[src/rtl/bios_mem_loader_pkg.sv]
// Shared definitions for the BIOS RAM frame loader and any host-side frame generator.
// Frame: SYNC | ADDR(4, LE) | LEN(2, LE) | DATA(LEN) | CSUM(XOR of DATA).
package bios_mem_loader_pkg;

  typedef enum logic [2:0] {
    ST_IDLE,
    ST_HDR_ADDR,
    ST_HDR_LEN,
    ST_DATA,
    ST_WRITE,
    ST_CSUM,
    ST_FIN
  } state_t;

  localparam logic [7:0] SYNC_BYTE_DEF  = 8'hA5;
  localparam int         HDR_ADDR_BYTES = 4;
  localparam int         HDR_LEN_BYTES  = 2;

endpackage

[src/rtl/byte_lane_packer.sv]
// Collects bytes into their lanes of a 32-bit word, accumulating byte enables.
// Registered, 1 cycle from wr to word/wbe; clr has priority over wr.
module byte_lane_packer
  import bios_mem_loader_pkg::*;
(
  input  logic        clk,
  input  logic        rst,
  input  logic        clr,
  input  logic        wr,
  input  logic [1:0]  lane,
  input  logic [7:0]  din,
  output logic [31:0] word,
  output logic [3:0]  wbe
);

  always_ff @(posedge clk) begin
    if (rst || clr) begin
      word <= 32'd0;
      wbe  <= 4'd0;
    end else if (wr) begin
      word[{lane, 3'b000} +: 8] <= din;
      wbe[lane]                 <= 1'b1;
    end
  end

endmodule

[src/rtl/bios_mem_loader.sv]
// Framed byte stream to byte-enabled 32-bit RAM writes; write strobe 1 cycle after the
// byte completing a word, in_ready drops for that one cycle (and for the done cycle).
module bios_mem_loader
  import bios_mem_loader_pkg::*;
#(
  parameter int         AWIDTH    = 14,
  parameter logic [7:0] SYNC_BYTE = SYNC_BYTE_DEF
) (
  input  logic              clk,
  input  logic              rst,
  input  logic [7:0]        in_data,
  input  logic              in_valid,
  output logic              in_ready,
  output logic              mem_wen,
  output logic [3:0]        mem_wbe,
  output logic [AWIDTH-1:0] mem_addr,
  output logic [31:0]       mem_din,
  output logic              busy,
  output logic              done,
  output logic              csum_err
);

  state_t            state, state_nxt;
  logic [31:0]       byte_addr;
  logic [15:0]       remaining;
  logic [1:0]        hdr_cnt;
  logic [7:0]        csum_acc;
  logic [AWIDTH-1:0] word_addr;
  logic              accept;
  logic              pack_wr, pack_clr;
  logic [31:0]       pack_word;
  logic [3:0]        pack_wbe;
  logic [15:0]       len_full;

  assign in_ready = !rst && (state == ST_IDLE || state == ST_HDR_ADDR || state == ST_HDR_LEN ||
                             state == ST_DATA || state == ST_CSUM);
  assign accept   = in_valid && in_ready;
  assign len_full = {in_data, remaining[7:0]};
  assign mem_addr = word_addr;

  always_ff @(posedge clk) begin
    if (rst) state <= ST_IDLE;
    else     state <= state_nxt;
  end

  always_comb begin
    state_nxt = state;
    pack_wr   = 1'b0;
    pack_clr  = 1'b0;
    mem_wen   = 1'b0;
    mem_wbe   = 4'd0;
    mem_din   = 32'd0;
    done      = 1'b0;
    busy      = (state != ST_IDLE);
    case (state)
      ST_IDLE:     if (accept && in_data == SYNC_BYTE) state_nxt = ST_HDR_ADDR;
      ST_HDR_ADDR: if (accept && hdr_cnt == 2'(HDR_ADDR_BYTES - 1)) state_nxt = ST_HDR_LEN;
      ST_HDR_LEN:  if (accept && hdr_cnt == 2'(HDR_LEN_BYTES - 1))
                     state_nxt = (len_full == 16'd0) ? ST_CSUM : ST_DATA;
      ST_DATA: begin
        if (accept) begin
          pack_wr = 1'b1;
          // Flush on the top lane or on the final byte so partial words still get written.
          if (byte_addr[1:0] == 2'd3 || remaining == 16'd1) state_nxt = ST_WRITE;
        end
      end
      ST_WRITE: begin
        mem_wen   = 1'b1;
        mem_wbe   = pack_wbe;
        mem_din   = pack_word;
        pack_clr  = 1'b1;
        state_nxt = (remaining != 16'd0) ? ST_DATA : ST_CSUM;
      end
      ST_CSUM: if (accept) state_nxt = ST_FIN;
      ST_FIN: begin
        done      = 1'b1;
        state_nxt = ST_IDLE;
      end
      default: state_nxt = ST_IDLE;
    endcase
  end

  always_ff @(posedge clk) begin
    if (rst) begin
      byte_addr <= 32'd0;
      remaining <= 16'd0;
      hdr_cnt   <= 2'd0;
      csum_acc  <= 8'd0;
      csum_err  <= 1'b0;
      word_addr <= '0;
    end else if (accept) begin
      case (state)
        ST_IDLE: begin
          if (in_data == SYNC_BYTE) begin
            hdr_cnt  <= 2'd0;
            csum_acc <= 8'd0;
            csum_err <= 1'b0;
          end
        end
        ST_HDR_ADDR: begin
          byte_addr[{hdr_cnt, 3'b000} +: 8] <= in_data;
          hdr_cnt <= hdr_cnt + 2'd1;
        end
        ST_HDR_LEN: begin
          remaining[{hdr_cnt[0], 3'b000} +: 8] <= in_data;
          hdr_cnt <= (hdr_cnt == 2'(HDR_LEN_BYTES - 1)) ? 2'd0 : hdr_cnt + 2'd1;
        end
        ST_DATA: begin
          csum_acc  <= csum_acc ^ in_data;
          byte_addr <= byte_addr + 32'd1;
          remaining <= remaining - 16'd1;
          word_addr <= byte_addr[AWIDTH+1:2];
        end
        ST_CSUM: csum_err <= (in_data != csum_acc);
        default: ;
      endcase
    end
  end

  byte_lane_packer u_packer (
    .clk  (clk),
    .rst  (rst),
    .clr  (pack_clr),
    .wr   (pack_wr),
    .lane (byte_addr[1:0]),
    .din  (in_data),
    .word (pack_word),
    .wbe  (pack_wbe)
  );

endmodule

[config.mk]
export PLATFORM = sky130hd
export DESIGN_NAME = bios_mem_loader
export DESIGN_NICKNAME = d
export VERILOG_FILES = /design/src/rtl/bios_mem_loader_pkg.sv /design/src/rtl/byte_lane_packer.sv /design/src/rtl/bios_mem_loader.sv
export SDC_FILE = /design/constraint.sdc
export NUM_CORES = 1
export LEC_CHECK = 0
export CORE_ASPECT_RATIO = 1.5
export CORE_MARGIN = 10
export CORE_UTILIZATION = 45
export DETAILED_ROUTE_END_ITERATION = 7
export PLACE_DENSITY = 0.71
export SLEW_MARGIN = 25
export SYNTH_ARGS = -nofsm -noshare
export SYNTH_HDL_FRONTEND = slang
export SYNTH_SLANG_ARGS = --single-unit
[constraint.sdc]
create_clock -name clk -period 5.45 [get_ports clk]
set_clock_uncertainty 0.2 [all_clocks]
set_input_delay 0.8175 -clock clk [delete_from_list [all_inputs] [get_ports clk]]
set_output_delay 0.8175 -clock clk [all_outputs]
set_load 0.02 [all_outputs]
After elaboration in Yosys (flattened, before gate mapping)
Index checks and enable logic that the tools add are counted.

Output and inout bits: 55. Register bits: 112. Input bits: 11.

Multiplexer cells: 29. Equal/unequal tests: 19. $add $sub $neg: 6. $lt $le $gt $ge: 2. Shift operators: 6. Reduce and logical (&&, ||, !) cells: 29. Bitwise operators: 2.

Operators with widths (number): bitwise mux 32 bit (2); one-hot mux 32 bit (2 select lines) (1); variable shift 8 x 7 -> 32 bit (first input constant) (2); variable part select 8 x 7 -> 32 bit (2); adder 32 x 1 -> 32 bit (second input constant) (1); 2-to-1 mux 32 bit (1); one-hot mux 16 bit (2 select lines) (1); 2-to-1 mux 3 bit (8); one-hot mux 3 bit (6 select lines) (1); bitwise mux 16 bit (1); == test 16 x 1 -> 1 bit (second input constant) (1); logical NOT 16 bit (1); one-hot mux 8 bit (2 select lines) (1); nonzero test 16 bit (1); variable shift 8 x 6 -> 16 bit (first input constant) (1); variable part select 8 x 6 -> 16 bit (1); subtractor 16 x 1 -> 16 bit (second input constant) (1); negator 5 -> 7 bit (2); != test 2 x 1 -> 1 bit (second input constant) (5); == test 3 bit (second input constant) (3); AND reduction 3 bit (3); == test 8 bit (second input constant) (1); 2-to-1 mux 8 bit (1); != test 8 bit (1); 25 further kinds (50).

Depth between registers and ports, before layout
Gate-level depths: netlist of the first run.

Depth in word-level cells: 10. Depth in mapped cells: 8. Depth with buffers taken out: 7.

Hierarchy
From an unflattened synthesis of the first run, not the netlist that was laid out.

Cell total of the unflattened synthesis: 666. Area, all modules: 5308.8 µm².

Modules (own cells, without submodules): bios_mem_loader (times used 1, area an instance 3854.9 µm², cells an instance 508); byte_lane_packer (times used 1, area an instance 1453.9 µm², cells an instance 158).

Worst setup path before layout of the first run
Ideal clock, no wire load.

Path kind: input to output. From: in rst. To: out in_ready. Setup slack: 2651 ps. Data required time: 4433 ps. Stages: 4. Arrival: 1781 ps. Path buffers: 3. Cells stage by stage: clkbuf_1 clkbuf_1 buf_1 a21oi_1.

Longest elaborated chain between the ends: 2.

Ends and longest elaborated chain: start: declaration (RTL line bios_mem_loader.sv:10) `input logic rst,`; logical NOT 1 bit (RTL line bios_mem_loader.sv:35) `assign in_ready = !rst && (state == ST_IDLE || state == ST_HDR_ADDR || state == ST_HDR_LEN ||`; logical AND 1 bit (RTL line bios_mem_loader.sv:35); end: declaration (RTL line bios_mem_loader.sv:13) `output logic in_ready,`.

Every way passes these cells.

Final worst setup path of the first run
From: reg state[2]. To: out mem_din[24].

Longest elaborated chain between the ends: 2.

Ends and longest elaborated chain: start: declaration (RTL line bios_mem_loader.sv:23) `state_t state, state_nxt;`; start signal: assignment (RTL line bios_mem_loader.sv:43) `else state <= state_nxt;`; == test 3 bit (RTL line bios_mem_loader.sv:55) `case (state)`; 2-to-1 mux 32 bit (RTL line bios_mem_loader.sv:55); end: declaration (RTL line bios_mem_loader.sv:17) `output logic [31:0] mem_din,`.

Every way passes these cells.

==> results.sh, run 1 <==
export IMPL_power_leakage_nw=2.04
export IMPL_first_pass_iters=5
export IMPL_hold_path_class="reg2reg"
export IMPL_cts_sinks=96
export IMPL_grt_pass1_wl_mm=25.2
export IMPL_fin_crit_sh_pct=63.0
export IMPL_grt_ovfl_total=0
export IMPL_async_flop_share_pct=0
export IMPL_routed_wl_mm=15.4
export IMPL_dp_slack_ps=1760
export IMPL_p_per_area_nw_per_um2=234
export IMPL_wl_per_cell_um=18.0
export IMPL_finalWeightedCongestion=0.904
export IMPL_ir_drop_mv=0.161
export IMPL_antenna_found_initial=0
export IMPL_critPathLaunch="state[2]"
export IMPL_ctsResizeCount=0
export IMPL_crit_fanout=38
export IMPL_area_growth_syn_to_layout_pct=18.9
export IMPL_cts_tree="built"
export IMPL_netlist_area_leader_share_pct=37.1
export IMPL_grt_pass1_vias=5027
export IMPL_post_cts_setup_buffers=0
export IMPL_rsz0062_at_grt="false"
export IMPL_synth_seq_area_share_pct=37.1
export IMPL_cts_buffer_depth=2
export IMPL_hold_buffers=0
export IMPL_synth_distinct_cells=60
export IMPL_initial_utilization_pct=46.3
export IMPL_die_width_um=108
export IMPL_syn_nets=702
export IMPL_dp_hpwl_mm=10.5
export IMPL_vias_per_cell=6.07
export IMPL_synth_seq_cells=96
export IMPL_syn_avg_cell_area_sq_um=7.64
export IMPL_synth_edf_count=0
export IMPL_end_kind="output port"
export IMPL_synthTopCellsByArea="dfxtp_1 37%, a21oi_1 9.0%, nand2_1 6.8%"
export IMPL_synth_ff_type="dfxtp_1"
export IMPL_clk_latency_ps=350
export IMPL_port_buffers=65
export IMPL_worst_endpoint_required_ps=4430
export IMPL_grt_max_degree=52
export IMPL_htree_num_levels=3
export IMPL_syn_area_sq_um=5170
export IMPL_ios=66
export IMPL_drc=0
export IMPL_fmax_mhz=291
export IMPL_rows=47
export IMPL_outcome="completed"
export IMPL_numCtsBuffers=9
export IMPL_antenna_cells=0
export IMPL_drt_iter0_drc=475
export IMPL_postLayoutSetupSlackWorst_ps=2020
export IMPL_yosysWarnings=0
export IMPL_worstHoldStart="u_packer.word[1]"
export IMPL_maxCapViolations=0
export IMPL_drt_antenna_violating_nets=0
export IMPL_finalWorstPathRequiredPeriod_ps=3430
export IMPL_synth_largest_area_cell="dfxtp_1"
export IMPL_hold_viol=0
export IMPL_synthCells=677
export IMPL_slew_headroom_pct=33.1
export IMPL_final_util_pct=55.1
export IMPL_cp_start_kind="flop"
export IMPL_crit_type="reg2out"
export IMPL_via_count=5192
export IMPL_grt_usage_pct=18.7
export IMPL_reg2reg_from="state[1]"
export IMPL_drv_slew=0
export IMPL_tns_ps=0
export IMPL_drive_gt1_share_pct=4.94
export IMPL_worst_ep_arrival_time_ps=2410
export IMPL_clk_pin_slew_ps=70
export IMPL_num_fill_cells=1052
export IMPL_core_region_area_sq_um=11200
export IMPL_dieArea_sq_um=16300
export IMPL_finalNetCount=728
export IMPL_setup_viol=0
export IMPL_tightestPinTransition_ps=1000
export IMPL_cts_root_buf="clkbuf_16"
export IMPL_p_total_mw=1.44
export IMPL_die_h_um=151
==> stage by stage <==
step	hold slack (ps)	cells	area [sq um]
2_1_floorplan	227	677	5170
3_3_place_gp	235	839	5830
3_5_place_dp	243	839	5840
4_1_cts	252	855	6150
5_1_grt	274	855	6150
6_report	248	855	6150
==> cells by family (layout without fill, tap and decap cells) <==
family,count (synthesis),in the layout,share of synthesized area (%)
simple gates,294,294,29.1
compound gates,195,195,23.6
flops,96,96,37.1
buf+inv,68,99,5.10
fa+ha+maj,14,14,3.39
xor+xnor,10,10,1.69
==> final timing paths <==
check | endpoint | slack, ps | cells after the start
worst max-delay path | mem_din[24] | 2020 | 5
worst min-delay path | u_packer.word[1] | 250 | 2
worst max register to register | u_packer.word[30] | 2320 | 5
worst min register to register | u_packer.word[1] | 250 | 2
==> layout make-up <==
cell class	count	area, sq um	share of cell area [%]
Clock inverter	5	62.6	1.02
Clock buffer	11	253	4.11
Inverter	13	48.8	0.793
Multi-Input combinational cell	513	3000	48.8
Tap cell	147	184	2.99
Timing Repair Buffer	70	683	11.1
Sequential cell	96	1920	31.2
==> Yosys cell counts, drive strengths merged (4+ instances only) <==
cell	count
a221oi	6
or4	4
nor2	37
a21oi	93
clkbuf	52
nand3	41
and3	13
xor2	8
inv	12
ha	14
a21o	4
o22ai	5
dfxtp	96
a31oi	5
o21ai	29
or3	4
a311oi	10
nor3	26
and2	38
a32o	9
nor3b	4
a22oi	9
a211oi	4
nand2	94
nor4	10
==> state kept, by name, indices dropped and copies added (netlist names) <==
name           cells
byte_addr         16
csum_acc           8
csum_err           1
hdr_cnt            2
mem_addr          14
remaining         16
state              3
u_packer.wbe       4
u_packer.word     32
==> power by group <==
group	leakage [nW]	internal [mW]	switching [mW]	total (mW)
Clock	0.148	0.383	0.285	0.668
Sequential	0.773	0.702	0.00318	0.705
Combinational	1.12	0.0217	0.0482	0.0700
==> routing by layer <==
layer | track usage, % | wire, um | vias up
met5 | 0 | 0 | -
met2 | 32.2 | 7730 | 213
met3 | 3.62 | 1080 | 31
li1 | - | - | 2476
met1 | 21.7 | 6150 | 2472
met4 | 9.05 | 450 | 0
==> layout by cell type, fill, tap and decap left out, types with 5 or more instances in the layout <==
master	Yosys	routed
and3_1	13	13
xor2_1	8	8
ha_1	14	14
inv_1	12	12
nor3_1	24	23
clkdlybuf4s50_1	0	64
o22ai_1	5	5
nand2_1	94	94
a311oi_1	10	10
a221oi_1	6	6
a31oi_1	5	5
a22oi_1	9	9
buf_4	0	5
nor4_1	9	9
o21ai_0	28	28
nor2_1	37	36
nand3_1	41	41
clkbuf_16	0	9
a21oi_1	93	93
and2_1	38	38
dfxtp_1	96	96
a32o_1	9	9
==> worst max-delay path: stages, from the launching register on <==
cell and delay (ps):
dfxtp_1 570, inv_1 210, nor3_2 140, buf_4 310, and2_1 190, clkdlybuf4s50_1 630
No activity file was read; power rests on OpenSTA's default activity.
==> run 2: changes to the inputs <==
==> constraint.sdc (replaced) <==
create_clock -name clk -period 3.4 [get_ports clk]
set_clock_uncertainty 0.2 [all_clocks]
set_input_delay 0.51 -clock clk [delete_from_list [all_inputs] [get_ports clk]]
set_output_delay 0.51 -clock clk [all_outputs]
set_load 0.02 [all_outputs]
==> run 2 against run 1 <==
Critical path depth unchanged. Global-route usage up 0.60 points. Critical endpoint is now mem_din[21]. First-iteration DRC count down 24%. Utilization up 1.0 points. Via count up 1.7%. Sequential share of layout area down 0.57 points. Highest routed layer unchanged. Clock-buffer cell count down 1. Design area up 1.9%. Non-clock buffer count up 19. Wire length up 1.5%. Cell count up 2.2%. Largest power group unchanged. Worst hold slack better by 5.1 ps.
==> results.sh, run 2 (synthesized netlist as in run 1, its figures left out) <==
export IMPL_htree_num_levels=3
export IMPL_rows=47
export IMPL_grt_ovfl_total=0
export IMPL_worst_endpoint_required_ps=2690
export IMPL_p_per_area_nw_per_um2=359
export IMPL_hold_viol=0
export IMPL_antenna_found_initial=0
export IMPL_crit_type="reg2out"
export IMPL_maxCapViolations=0
export IMPL_tns_ps=0
export IMPL_grt_pass1_wl_mm=26.0
export IMPL_drt_iter0_drc=363
export IMPL_via_count=5282
export IMPL_die_width_um=108
export IMPL_cp_start_kind="flop"
export IMPL_largest_reg_flops=32
export IMPL_crit_fanout=38
export IMPL_vias_per_cell=6.04
export IMPL_ir_drop_mv=0.287
export IMPL_dp_hpwl_mm=10.8
export IMPL_dieArea_sq_um=16300
export IMPL_rsz0062_at_grt="false"
export IMPL_initial_utilization_pct=46.3
export IMPL_die_h_um=151
export IMPL_antenna_cells=0
export IMPL_final_cell_mix="96 x dfxtp_1, 94 x nand2_1, 93 x a21oi_1, 64 x clkdlybuf4s50_1, 41 x nand3_1"
export IMPL_core_region_area_sq_um=11200
export IMPL_ctsResizeCount=0
export IMPL_outcome="completed"
export IMPL_first_pass_iters=5
export IMPL_tightestPinTransition_ps=867
export IMPL_cts_root_buf="clkbuf_16"
export IMPL_cts_tree="built"
export IMPL_grt_max_degree=39
export IMPL_num_fill_cells=1059
export IMPL_finalWeightedCongestion=0.907
export IMPL_power_leakage_nw=2.12
export IMPL_drive_gt1_share_pct=7.43
export IMPL_clk_pin_slew_ps=70
export IMPL_post_cts_setup_buffers=0
export IMPL_area_growth_syn_to_layout_pct=21.1
export IMPL_wl_per_cell_um=17.9
export IMPL_ios=66
export IMPL_routed_wl_mm=15.6
export IMPL_layout_commonest_cell="dfxtp_1"
export IMPL_end_kind="output port"
export IMPL_regMostFlops="u_packer.word"
export IMPL_cts_sinks=96
export IMPL_final_util_pct=56.1
export IMPL_fin_crit_sh_pct=91.6
export IMPL_fmax_mhz=321
export IMPL_port_buffers=65
export IMPL_setup_viol=0
export IMPL_drt_antenna_violating_nets=0
export IMPL_finalWorstPathRequiredPeriod_ps=3120
export IMPL_grt_pass1_vias=5364
export IMPL_hold_path_class="reg2reg"
export IMPL_grt_usage_pct=19.3
export IMPL_hold_buffers=0
export IMPL_numCtsBuffers=9
export IMPL_worst_ep_arrival_time_ps=2410
export IMPL_drv_slew=0
export IMPL_finalNetCount=747
export IMPL_largestRegisters="u_packer.word: 32 flops, byte_addr: 16 flops, remaining: 16 flops"
export IMPL_slew_headroom_pct=42.1
export IMPL_clk_latency_ps=350
export IMPL_cts_buffer_depth=2
export IMPL_drc=0
[run 2: path summary, 6_finish.rpt]
| kind | from | end | slack (ps) | cells past startpoint |
|---|---|---|---|---|
| worst max-delay path | state[2] | mem_din[21] | 280 | 5 |
| worst min-delay path | u_packer.word[28] | u_packer.word[28] | 250 | 2 |
| worst max register to register | state[1] | remaining[7] | 670 | 6 |
| worst min register to register | u_packer.word[28] | u_packer.word[28] | 250 | 2 |
[run 2: metrics by stage]
step           total power, mW  cell area, sq um  hold slack, ps  setup WS, ps  std cells
6_report                  2.25              6270             253           285        874
5_1_grt                   2.31              6270             278           117        874
3_3_place_gp              1.28              5980             235           540        858
2_1_floorplan             1.22              5170             227          1010        677
4_1_cts                   2.27              6270             252           309        874
3_5_place_dp              1.28              5980             242           517        858
[run 2: layout make-up]
type | instances | area (sq um) | share of cell area, %
multi-input combinational | 513 | 3000 | 47.8
tap | 147 | 184 | 2.93
inverter | 13 | 48.8 | 0.779
timing repair buffer | 89 | 826 | 13.2
sequential | 96 | 1920 | 30.7
clock inverter | 6 | 52.6 | 0.838
clock buffer | 10 | 239 | 3.81
[run 2: power breakdown]
part	leakage [nW]	internal [mW]	switching, mW	total [mW]
clock	0.137	0.527	0.468	0.995
combinational	1.21	0.0456	0.0860	0.132
sequential	0.773	1.12	0.00113	1.13
[run 2: per-layer routing]
layer	global-route usage [%]	vias to the layer above	part of all wire (%)
met5	0	-	0
met4	9.65	0	2.7
met3	5.06	40	6.9
met2	33.4	214	50
met1	21.3	2515	40
li1	-	2513	-
[run 2: worst max-delay path, stage by stage (launching register included)]
cell	delay [ps]
dfxtp_1	590
inv_1	200
nor3_2	140
buf_4	310
and2_1	190
clkdlybuf4s50_1	610
==> run 3: changes to the inputs <==
--- a/config.mk
+++ b/config.mk
@@ -7,9 +7,9 @@
 export LEC_CHECK = 0
 export CORE_ASPECT_RATIO = 1.5
 export CORE_MARGIN = 10
-export CORE_UTILIZATION = 45
+export CORE_UTILIZATION = 55
 export DETAILED_ROUTE_END_ITERATION = 7
-export PLACE_DENSITY = 0.71
+export PLACE_DENSITY = 0.83
 export SLEW_MARGIN = 25
 export SYNTH_ARGS = -nofsm -noshare
 export SYNTH_HDL_FRONTEND = slang
==> run 3 against run 2 <==
Sequential power hardly changed. Die area decreased by 15%. Largest cell class unchanged. Maximum frequency increased by 0.66%. First-iteration DRC count rose by 47%. Global-route usage is 2.2 points higher. Critical path depth is the same. Register-to-register slack improved by 70 ps. Wire length shrank 1.3%. Design area fell by 0.32%.
==> results.sh, run 3 (synthesized netlist as in run 1, its figures left out) <==
export IMPL_outcome="completed"
export IMPL_rows=43
export IMPL_final_util_pct=67.9
export IMPL_fmax_mhz=323
export IMPL_pwr_share_comb_pct=5.7
export IMPL_area_growth_syn_to_layout_pct=20.7
export IMPL_clk_latency_ps=350
export IMPL_grt_pass1_vias=5188
export IMPL_clkPwrFrac_pct=45.5
export IMPL_ios=66
export IMPL_dp_cells=824
export IMPL_antenna_cells=0
export IMPL_cts_sinks=96
export IMPL_crit_type="reg2out"
export IMPL_cts_tree="built"
export IMPL_finalNetCount=748
export IMPL_grt_pass1_wl_mm=25.2
export IMPL_htree_num_levels=3
export IMPL_p_total_mw=2.31
export IMPL_drive_gt1_share_pct=7.42
export IMPL_via_count=5366
export IMPL_end_kind="output port"
export IMPL_num_fill_cells=741
export IMPL_cp_start_kind="flop"
export IMPL_rsz0062_at_grt="false"
export IMPL_power_leakage_nw=2.14
export IMPL_die_h_um=139
export IMPL_dp_hpwl_mm=10.5
export IMPL_die_width_um=99.2
export IMPL_clk_pin_slew_ps=70
export IMPL_cts_buffer_depth=2
export IMPL_tns_ps=0
export IMPL_vias_per_cell=6.39
export IMPL_drv_slew=0
export IMPL_regMostFlops="u_packer.word"
export IMPL_core_region_area_sq_um=9200
export IMPL_ir_drop_mv=0.366
export IMPL_layout_commonest_cell="dfxtp_1"
export IMPL_drc=0
export IMPL_grt_ovfl_total=0
export IMPL_fin_crit_sh_pct=91.0
export IMPL_worst_ep_arrival_time_ps=2390
export IMPL_hold_path_class="in2reg"
export IMPL_post_cts_setup_buffers=0
export IMPL_cts_root_buf="clkbuf_16"
export IMPL_numCtsBuffers=9
export IMPL_swShare_pct=22.8
export IMPL_tightestPinTransition_ps=904
export IMPL_port_buffers=65
export IMPL_layout_cells_non_filler=840
export IMPL_hold_viol=0
export IMPL_largestRegisters="u_packer.word: 32 flops, byte_addr: 16 flops, remaining: 16 flops"
export IMPL_p_per_area_nw_per_um2=369
export IMPL_largest_reg_flops=32
export IMPL_slew_headroom_pct=39.6
export IMPL_setup_viol=0
export IMPL_grt_max_degree=58
export IMPL_drt_antenna_violating_nets=0
export IMPL_grt_usage_pct=21.6
export IMPL_worst_endpoint_required_ps=2690
export IMPL_antenna_found_initial=0
export IMPL_ctsResizeCount=0
export IMPL_finalWorstPathRequiredPeriod_ps=3100
export IMPL_finalWeightedCongestion=0.946
export IMPL_hold_buffers=0
export IMPL_final_cell_mix="96 x dfxtp_1, 94 x nand2_1, 93 x a21oi_1, 64 x clkdlybuf4s50_1, 41 x nand3_1"
export IMPL_p_sw_mw=0.526
export IMPL_crit_fanout=38
export IMPL_initial_utilization_pct=56.2
export IMPL_routed_wl_mm=15.4
export IMPL_drt_iter0_drc=533
export IMPL_maxCapViolations=0
export IMPL_dieArea_sq_um=13800
export IMPL_wl_per_cell_um=18.4
export IMPL_seq_power_share_pct=48.8
export IMPL_first_pass_iters=5
export IMPL_p_int_mw=1.78
run 3: layout make-up:
type	count	area (sq um)	share of cell area [%]
Timing Repair Buffer	90	833	13.3
Multi-Input combinational cell	513	3000	47.9
Tap cell	112	140	2.24
Clock inverter	4	51.3	0.821
Sequential cell	96	1920	30.8
Clock buffer	12	256	4.11
Inverter	13	48.8	0.781
run 3: path summary, 6_finish.rpt:
kind | start | endpoint | slack [ps] | cells after the start
worst min register to register | u_packer.word[0] | u_packer.word[0] | 250 | 2
worst min-delay path | rst | state[0] | 210 | 2
worst max register to register | remaining[1] | state[2] | 740 | 7
worst max-delay path | state[2] | mem_din[11] | 300 | 5
run 3: power by group through the flow:
stage | Combinational (mW) | Sequential (mW) | Clock (mW)
after floorplan | 0.0719 | 1.15 | 0
after global placement | 0.125 | 1.15 | 0
after detailed placement | 0.128 | 1.15 | 0
after CTS | 0.128 | 1.13 | 1.05
after global routing | 0.139 | 1.13 | 1.09
final | 0.132 | 1.13 | 1.05
run 3: worst max-delay path: stages (launching register included):
cell             delay, ps
dfxtp_1                590
inv_1                  190
nor3_2                 130
buf_4                  310
and2_1                 190
clkdlybuf4s50_1        620
run 3: per-stage QoR:
step | area (sq um) | hold WS [ps] | setup slack (ps)
final | 6250 | 214 | 305
after global routing | 6250 | 229 | 188
after CTS | 6250 | 209 | 329
after detailed placement | 5940 | 243 | 495
after global placement | 5940 | 235 | 519
after floorplan | 5170 | 227 | 1010
run 3: routing by layer:
metal,track usage (%),part of all wire (%),vias up
li1,-,-,2512
met1,23.0,38,2546
met2,37.5,50,252
met3,4.99,7.7,56
met4,12.3,4.4,0
met5,0,0,-
